**config.mk**
```make
export PLATFORM = sky130hd
export DESIGN_NAME = product_bcd_converter
export DESIGN_NICKNAME = d
export VERILOG_FILES = /design/src/rtl/bcd_pkg.sv /design/src/rtl/bcd_add3.sv /design/src/rtl/product_bcd_converter.sv
export SDC_FILE = /design/constraint.sdc
export NUM_CORES = 1
export LEC_CHECK = 0
export ABC_AREA = 1
export BUFFER_PORTS_ARGS = -buffer_cell sky130_fd_sc_hd__clkbuf_2
export CAP_MARGIN = 5
export CORE_UTILIZATION = 45
export DETAILED_ROUTE_END_ITERATION = 16
export GPL_TIMING_DRIVEN = 0
export SLEW_MARGIN = 20
export SYNTH_ARGS = -nofsm -noshare
export SYNTH_HDL_FRONTEND = slang
export SYNTH_HIERARCHICAL = 1
export SYNTH_SLANG_ARGS = --single-unit
```
**constraint.sdc**
```tcl
create_clock -name i_clk -period 4.3 [get_ports i_clk]
set_clock_uncertainty 0.2 [all_clocks]
set_input_delay 0.645 -clock i_clk [delete_from_list [all_inputs] [get_ports i_clk]]
set_output_delay 0.645 -clock i_clk [all_outputs]
set_load 0.05 [all_outputs]
```
**src/rtl/bcd_pkg.sv**
```systemverilog
// Shared types and elaboration helpers for the product-to-BCD converter.
package bcd_pkg;

  typedef enum logic [1:0] {
    S_IDLE,
    S_SHIFT,
    S_DONE
  } bcd_state_t;

  // Minimum number of decimal digits needed to represent 2**w - 1.
  function automatic int bcd_digits(int w);
    longint unsigned maxv;
    int d;
    maxv = (64'd1 << w) - 64'd1;
    d = 1;
    while (maxv >= 64'd10) begin
      maxv = maxv / 64'd10;
      d++;
    end
    return d;
  endfunction

endpackage

```
**src/rtl/bcd_add3.sv**
```systemverilog
// Double-dabble digit correction: add 3 to any BCD digit of 5 or more before the shift.
module bcd_add3 (
  input  logic [3:0] d,
  output logic [3:0] q
);

  assign q = (d >= 4'd5) ? d + 4'd3 : d;

endmodule

```
**src/rtl/product_bcd_converter.sv**
```systemverilog
// Sequential double-dabble converter: turns the registered multiplier product into packed BCD.
//
//  state   | meaning
//  S_IDLE  | ready for a new value; accepts i_bin when i_valid=1
//  S_SHIFT | W add-3/shift iterations, one per cycle
//  S_DONE  | o_bcd holds the new result, o_valid pulses; back to idle next cycle
module product_bcd_converter
  import bcd_pkg::*;
#(
  parameter int W      = 16,
  parameter int DIGITS = 5
) (
  input  logic              i_clk,
  input  logic              i_reset_n,
  input  logic              i_valid,
  input  logic [W-1:0]      i_bin,
  output logic              o_ready,
  output logic              o_valid,
  output logic [4*DIGITS-1:0] o_bcd
);

  localparam int CW = $clog2(W + 1);
  localparam int BW = 4 * DIGITS;

  if (DIGITS < bcd_digits(W)) begin : g_digits_check
    $error("product_bcd_converter: DIGITS too small for W-bit input");
  end

  bcd_state_t     state;
  logic [BW-1:0]  scratch;
  logic [BW-1:0]  adj;
  logic [BW-1:0]  scratch_nxt;
  logic [W-1:0]   shift;
  logic [CW-1:0]  cnt;
  logic           unused_adj_msb;

  for (genvar g = 0; g < DIGITS; g++) begin : g_add3
    bcd_add3 u_add3 (
      .d(scratch[4*g +: 4]),
      .q(adj[4*g +: 4])
    );
  end

  // The top bit of the corrected scratch is always shifted out; with enough digits it is 0.
  assign unused_adj_msb = adj[BW-1];
  assign scratch_nxt    = {adj[BW-2:0], shift[W-1]};
  assign o_ready        = (state == S_IDLE);

  always_ff @(posedge i_clk or negedge i_reset_n) begin
    if (!i_reset_n) begin
      state   <= S_IDLE;
      scratch <= '0;
      shift   <= '0;
      cnt     <= '0;
      o_valid <= 1'b0;
      o_bcd   <= '0;
    end else begin
      case (state)
        S_IDLE: begin
          o_valid <= 1'b0;
          if (i_valid) begin
            shift   <= i_bin;
            scratch <= '0;
            cnt     <= CW'(W);
            state   <= S_SHIFT;
          end
        end
        S_SHIFT: begin
          scratch <= scratch_nxt;
          shift   <= {shift[W-2:0], 1'b0};
          cnt     <= cnt - CW'(1);
          // Publish on the final shift so o_bcd never exposes partial scratch values.
          if (cnt == CW'(1)) begin
            o_bcd   <= scratch_nxt;
            o_valid <= 1'b1;
            state   <= S_DONE;
          end
        end
        S_DONE: begin
          o_valid <= 1'b0;
          state   <= S_IDLE;
        end
        default: begin
          o_valid <= 1'b0;
          state   <= S_IDLE;
        end
      endcase
    end
  end

endmodule

```
### Yosys cells after proc, flatten, opt, wreduce, memory -nomap -nowiden

Index checks and enable logic that the tools add are counted.

* bits in registers: 64
* bits in writable memories: 0
* logic and storage cells: 42
* memories: 0
* latch bits: 0
* output and inout bits: 22
* memory bits (read-only): 0

* bitwise gates (word level): 0
* equality and inequality tests: 4
* reductions and logical operators: 5
* multiplexer cells: 16
* $lt $le $gt $ge: 5
* add/sub/neg operators: 6
* divide/modulo/power cells: 0
* $mul: 0
* shifts and indexed selects: 0

Operators with widths (number)
* $pmux W20 S2: 1
* $pmux W16 S2: 1
* $ge A4 B3 Y1 const B: 5
* $mux W20: 1
* $add A4 B2 Y4 const B: 4
* $mux W16: 1
* $mux W4: 4
* $pmux W5 S2: 1
* $reduce_and A2 Y1: 3
* $eq A5 B1 Y1 const B: 1
* $mux W5: 1
* $sub A5 B1 Y5 const B: 1
* $mux W2: 2
* $ne A2 B2 Y1 const B: 2
* $pmux W2 S2: 1
* $add A3 B2 Y3 const B: 1
* $mux W3: 1
* $eq A2 B1 Y1 const B: 1
* $logic_not A2 Y1: 1
* $mux W1: 2
* $reduce_bool A2 Y1: 1

### Depth between registers and ports, before layout

* depth in word-level cells: 3
* gate-level depth with buffers: 9

### By module

Netlist, hierarchy kept.

By module, submodules not included
* product_bcd_converter: area each 2713.9 µm², cells each 310, sequential area each 1601.5 µm², instances 1
* bcd_add3: area each 135.1 µm², cells each 23, sequential area each 0.0 µm², instances 5

### Least setup slack after synthesis

Ideal clock, no wire load.

* path kind: reg-to-output
* from: register state[0]
* to: output o_ready
* setup slack: 2.594 ns
* data arrival time: 0.861 ns
* stages on the path, launching flop included: 2
* data required time: 3.455 ns
* cells stage by stage: dfrtp_1 nor2_2

* word-level cells in the longest chain between the ends: 1

Ends and longest elaborated chain
* start: declaration: RTL line product_bcd_converter.sv:29 `bcd_state_t state;`
* start signal: assignment: RTL line product_bcd_converter.sv:51 `state <= S_IDLE;`
* start signal: assignment: RTL line product_bcd_converter.sv:65 `state <= S_SHIFT;`
* start signal: assignment: RTL line product_bcd_converter.sv:76 `state <= S_DONE;`
* $logic_not A2 Y1: RTL line product_bcd_converter.sv:47 `assign o_ready = (state == S_IDLE);`
* end: declaration: RTL line product_bcd_converter.sv:17 `output logic o_ready,`

Every way passes these cells.

### Final worst setup path

Ends and elaborated chain as after synthesis.

==> flow_summary.rst <==
.. list-table::
   :header-rows: 1

   * - Metric
     - Value
   * - I/O pin cnt
     - 41
   * - Cell at the root of the clock tree
     - sky130_fd_sc_hd__clkbuf_8
   * - Clock power frac
     - 0.164
   * - Buffers inserted by post-CTS timing repair
     - 0
   * - Final worst slack
     - 2.306 ns
   * - Max-slew violation count
     - 0
   * - Warnings from Yosys
     - 6
   * - Pin count of the biggest net entering global routing
     - 34
   * - Share of post-route cells with drive strength above 1
     - 0.2290
   * - Setup crit end kind
     - primary output
   * - Shortest period the worst path allows
     - 1.994 ns
   * - Deepest level of the CTS H-tree
     - 3
   * - Delay of the slowest cell on the worst path
     - 0.41 ns
   * - Fin. Hold Viols
     - 0
   * - Cell family with most CP delay
     - flip-flops
   * - Cell count after synthesis
     - 420
   * - Cell area after synthesis
     - 0.003363 sq mm
   * - Final routed wirelength across all metal layers
     - 7.288 mm
   * - Source-to-sink clock delay at the later pin of the worst-skew pair
     - 0.33 ns
   * - Average wire per standard cell
     - 12.67 um
   * - Number of rows created at floorplan
     - 31
   * - Cell with the biggest individual delay on the critical path
     - sky130_fd_sc_hd__dfrtp_1
   * - Die footprint
     - 0.007823 sq mm
   * - Clock buffer count from CTS
     - 9
   * - Unrepaired setup endpoints after global routing
     - no
   * - Iteration-0 DRC Markers
     - 165
   * - Combinational Power Share
     - 0.504
   * - Most common cell after layout, fill and taps aside
     - sky130_fd_sc_hd__nand2_1
   * - Number of buffer and inverter instances along the worst setup path
     - 1
   * - R2r setup slk
     - 2.60 ns
   * - Share of total power consumed by net switching
     - 0.4772
   * - Number of gates resized after CTS
     - 0
   * - Max transition margin
     - 0.6764
   * - Via count
     - 2832
   * - Area after detailed placement
     - 0.003710 sq mm
   * - Port Buffer Count
     - 40
   * - Initial cell density of the core
     - 0.4637
   * - Floorplan die width
     - 88.45 um
   * - Switch Pwr
     - 1.464 mW
   * - Post-layout instance area
     - 0.003896 sq mm
   * - Nets in the synthesized netlist
     - 451
   * - Global-route wire length before repair
     - 12.41 mm
   * - Leakage component of the power
     - 2.073 nW
   * - Worst slack after detailed placement
     - 2.608 ns
   * - Routability cong.
     - 0.7920
   * - Worst EP arrival
     - 1.15 ns
   * - GRT Total Usage
     - 0.2090
   * - Setup Viol. Count Final
     - 0
   * - Peak supply drop
     - 0.3242 mV
   * - Total congestion overflow after global routing
     - 0
   * - Number of diodes added for antenna fixing
     - 0
   * - Layout area overhead
     - 15.85%
   * - P_int
     - 1.604 mW
   * - Most frequent cells in the layout
     - sky130_fd_sc_hd__nand2_1 (156), sky130_fd_sc_hd__nand3_1 (79), sky130_fd_sc_hd__dfrtp_1 (64), sky130_fd_sc_hd__clkbuf_2 (39), sky130_fd_sc_hd__inv_1 (22)
   * - Hold WC Path Type
     - primary input to asynchronous set/reset pin
   * - Transition time of the tightest slew-check pin
     - 0.4854 ns
   * - Clock buffer depth
     - 2
   * - Finished Core Util
     - 0.5372
   * - Area of the placeable core
     - 0.007253 sq mm
   * - CTS Hold Buffers Added
     - 0
   * - Final worst-path cycle share
     - 0.4636
   * - Antenna-violating nets left
     - 0
   * - Residual DRC count
     - 0
   * - Kind of critical path
     - register to primary output
   * - Estimated wirelength of the detail-placed design
     - 5.089 mm
   * - Initial antenna violation count
     - 0
   * - Number of optimization iterations in the first detailed-route pass
     - 4
   * - Endpoint required time on the critical path
     - 3.45 ns
   * - Kind of start point of the critical path
     - register
   * - Total power per unit cell area
     - 787.2 mW/mm^2
   * - Clock tree from TritonCTS
     - yes
   * - Max-Cap Viols
     - 0
   * - Number of sinks handled by clock tree synthesis
     - 64
   * - Fill count
     - 730
   * - Via density per instance
     - 4.925
   * - Clock-pin slew of the registers on the worst-case setup and hold paths
     - 0.07 ns
   * - Max Fanout on Critical Path
     - 2
   * - Fin Setup TNS
     - 0 ns
   * - Fin nets
     - 503
   * - Syn_area_per_cell
     - 8.008 sq um
   * - Critical-path cell list
     - nor2_2 > clkbuf_2
   * - Highest clock frequency the design can meet
     - 0.5016 GHz
   * - Result of the run
     - completed
   * - Sequential power share
     - 0.332
   * - Number of global-route vias before repair
     - 2694
   * - Die extent in y
     - 88.45 um
## power by group through the flow
stage	sequential (mW)	clock, mW	combinational [mW]
finish	1.02	0.502	1.55
global route	1.05	0.542	1.74
CTS	1.02	0.515	1.57
detailed placement	1.02	0	1.57
global placement	1.02	0	1.53
floorplan	1.25	0	0.973
## layer usage
| metal | routed length (um) | share of wire | track usage |
|---|---|---|---|
| met5 | 0 | 0 | 0 |
| met4 | 95 | 0.013 | 0.07331 |
| met3 | 338 | 0.046 | 0.04851 |
| met2 | 3354 | 0.46 | 0.3273 |
| met1 | 3500 | 0.48 | 0.2852 |
## flip-flops by register name, summed over array words and instances, names as in the netlist
| name | cells |
|---|---|
| cnt | 5 |
| o_bcd | 20 |
| o_valid | 1 |
| scratch | 20 |
| shift | 16 |
| state | 2 |
## per-stage QoR
stage               power (mW)  hold WS [ns]  cells
floorplan                2.225        0.1494    420
detailed placement       2.589        0.2583    560
finish                   3.067       0.08752    575
CTS                      3.101        0.1019    575
global placement         2.548        0.2525    559
global route             3.333        0.1226    575
## final cells by class
cell class	instances	area, sq um	area share
plain buffers	19	125.1	0.03211
flip-flops and latches	64	1602	0.4110
multi-input cells	306	1520	0.3902
repair buffers	41	222.7	0.05716
clock buffers	11	141.4	0.03629
inverters	31	116.4	0.02987
well taps	99	123.9	0.03179
clock inverters	4	45.04	0.01156
## path summary, 6_finish.rpt
check | from | endpoint | depth (start not counted)
max in group asynchronous | i_reset_n | o_bcd[13] | 2
worst min-delay path | i_reset_n | o_bcd[7] | 1
worst min register to register | o_bcd[4] | o_bcd[4] | 2
worst max-delay path | state[0] | o_ready | 2
worst max register to register | cnt[1] | o_bcd[4] | 8
min in group i_clk | o_bcd[4] | o_bcd[4] | 2
Note: power is estimated with default switching activity, not from simulation.
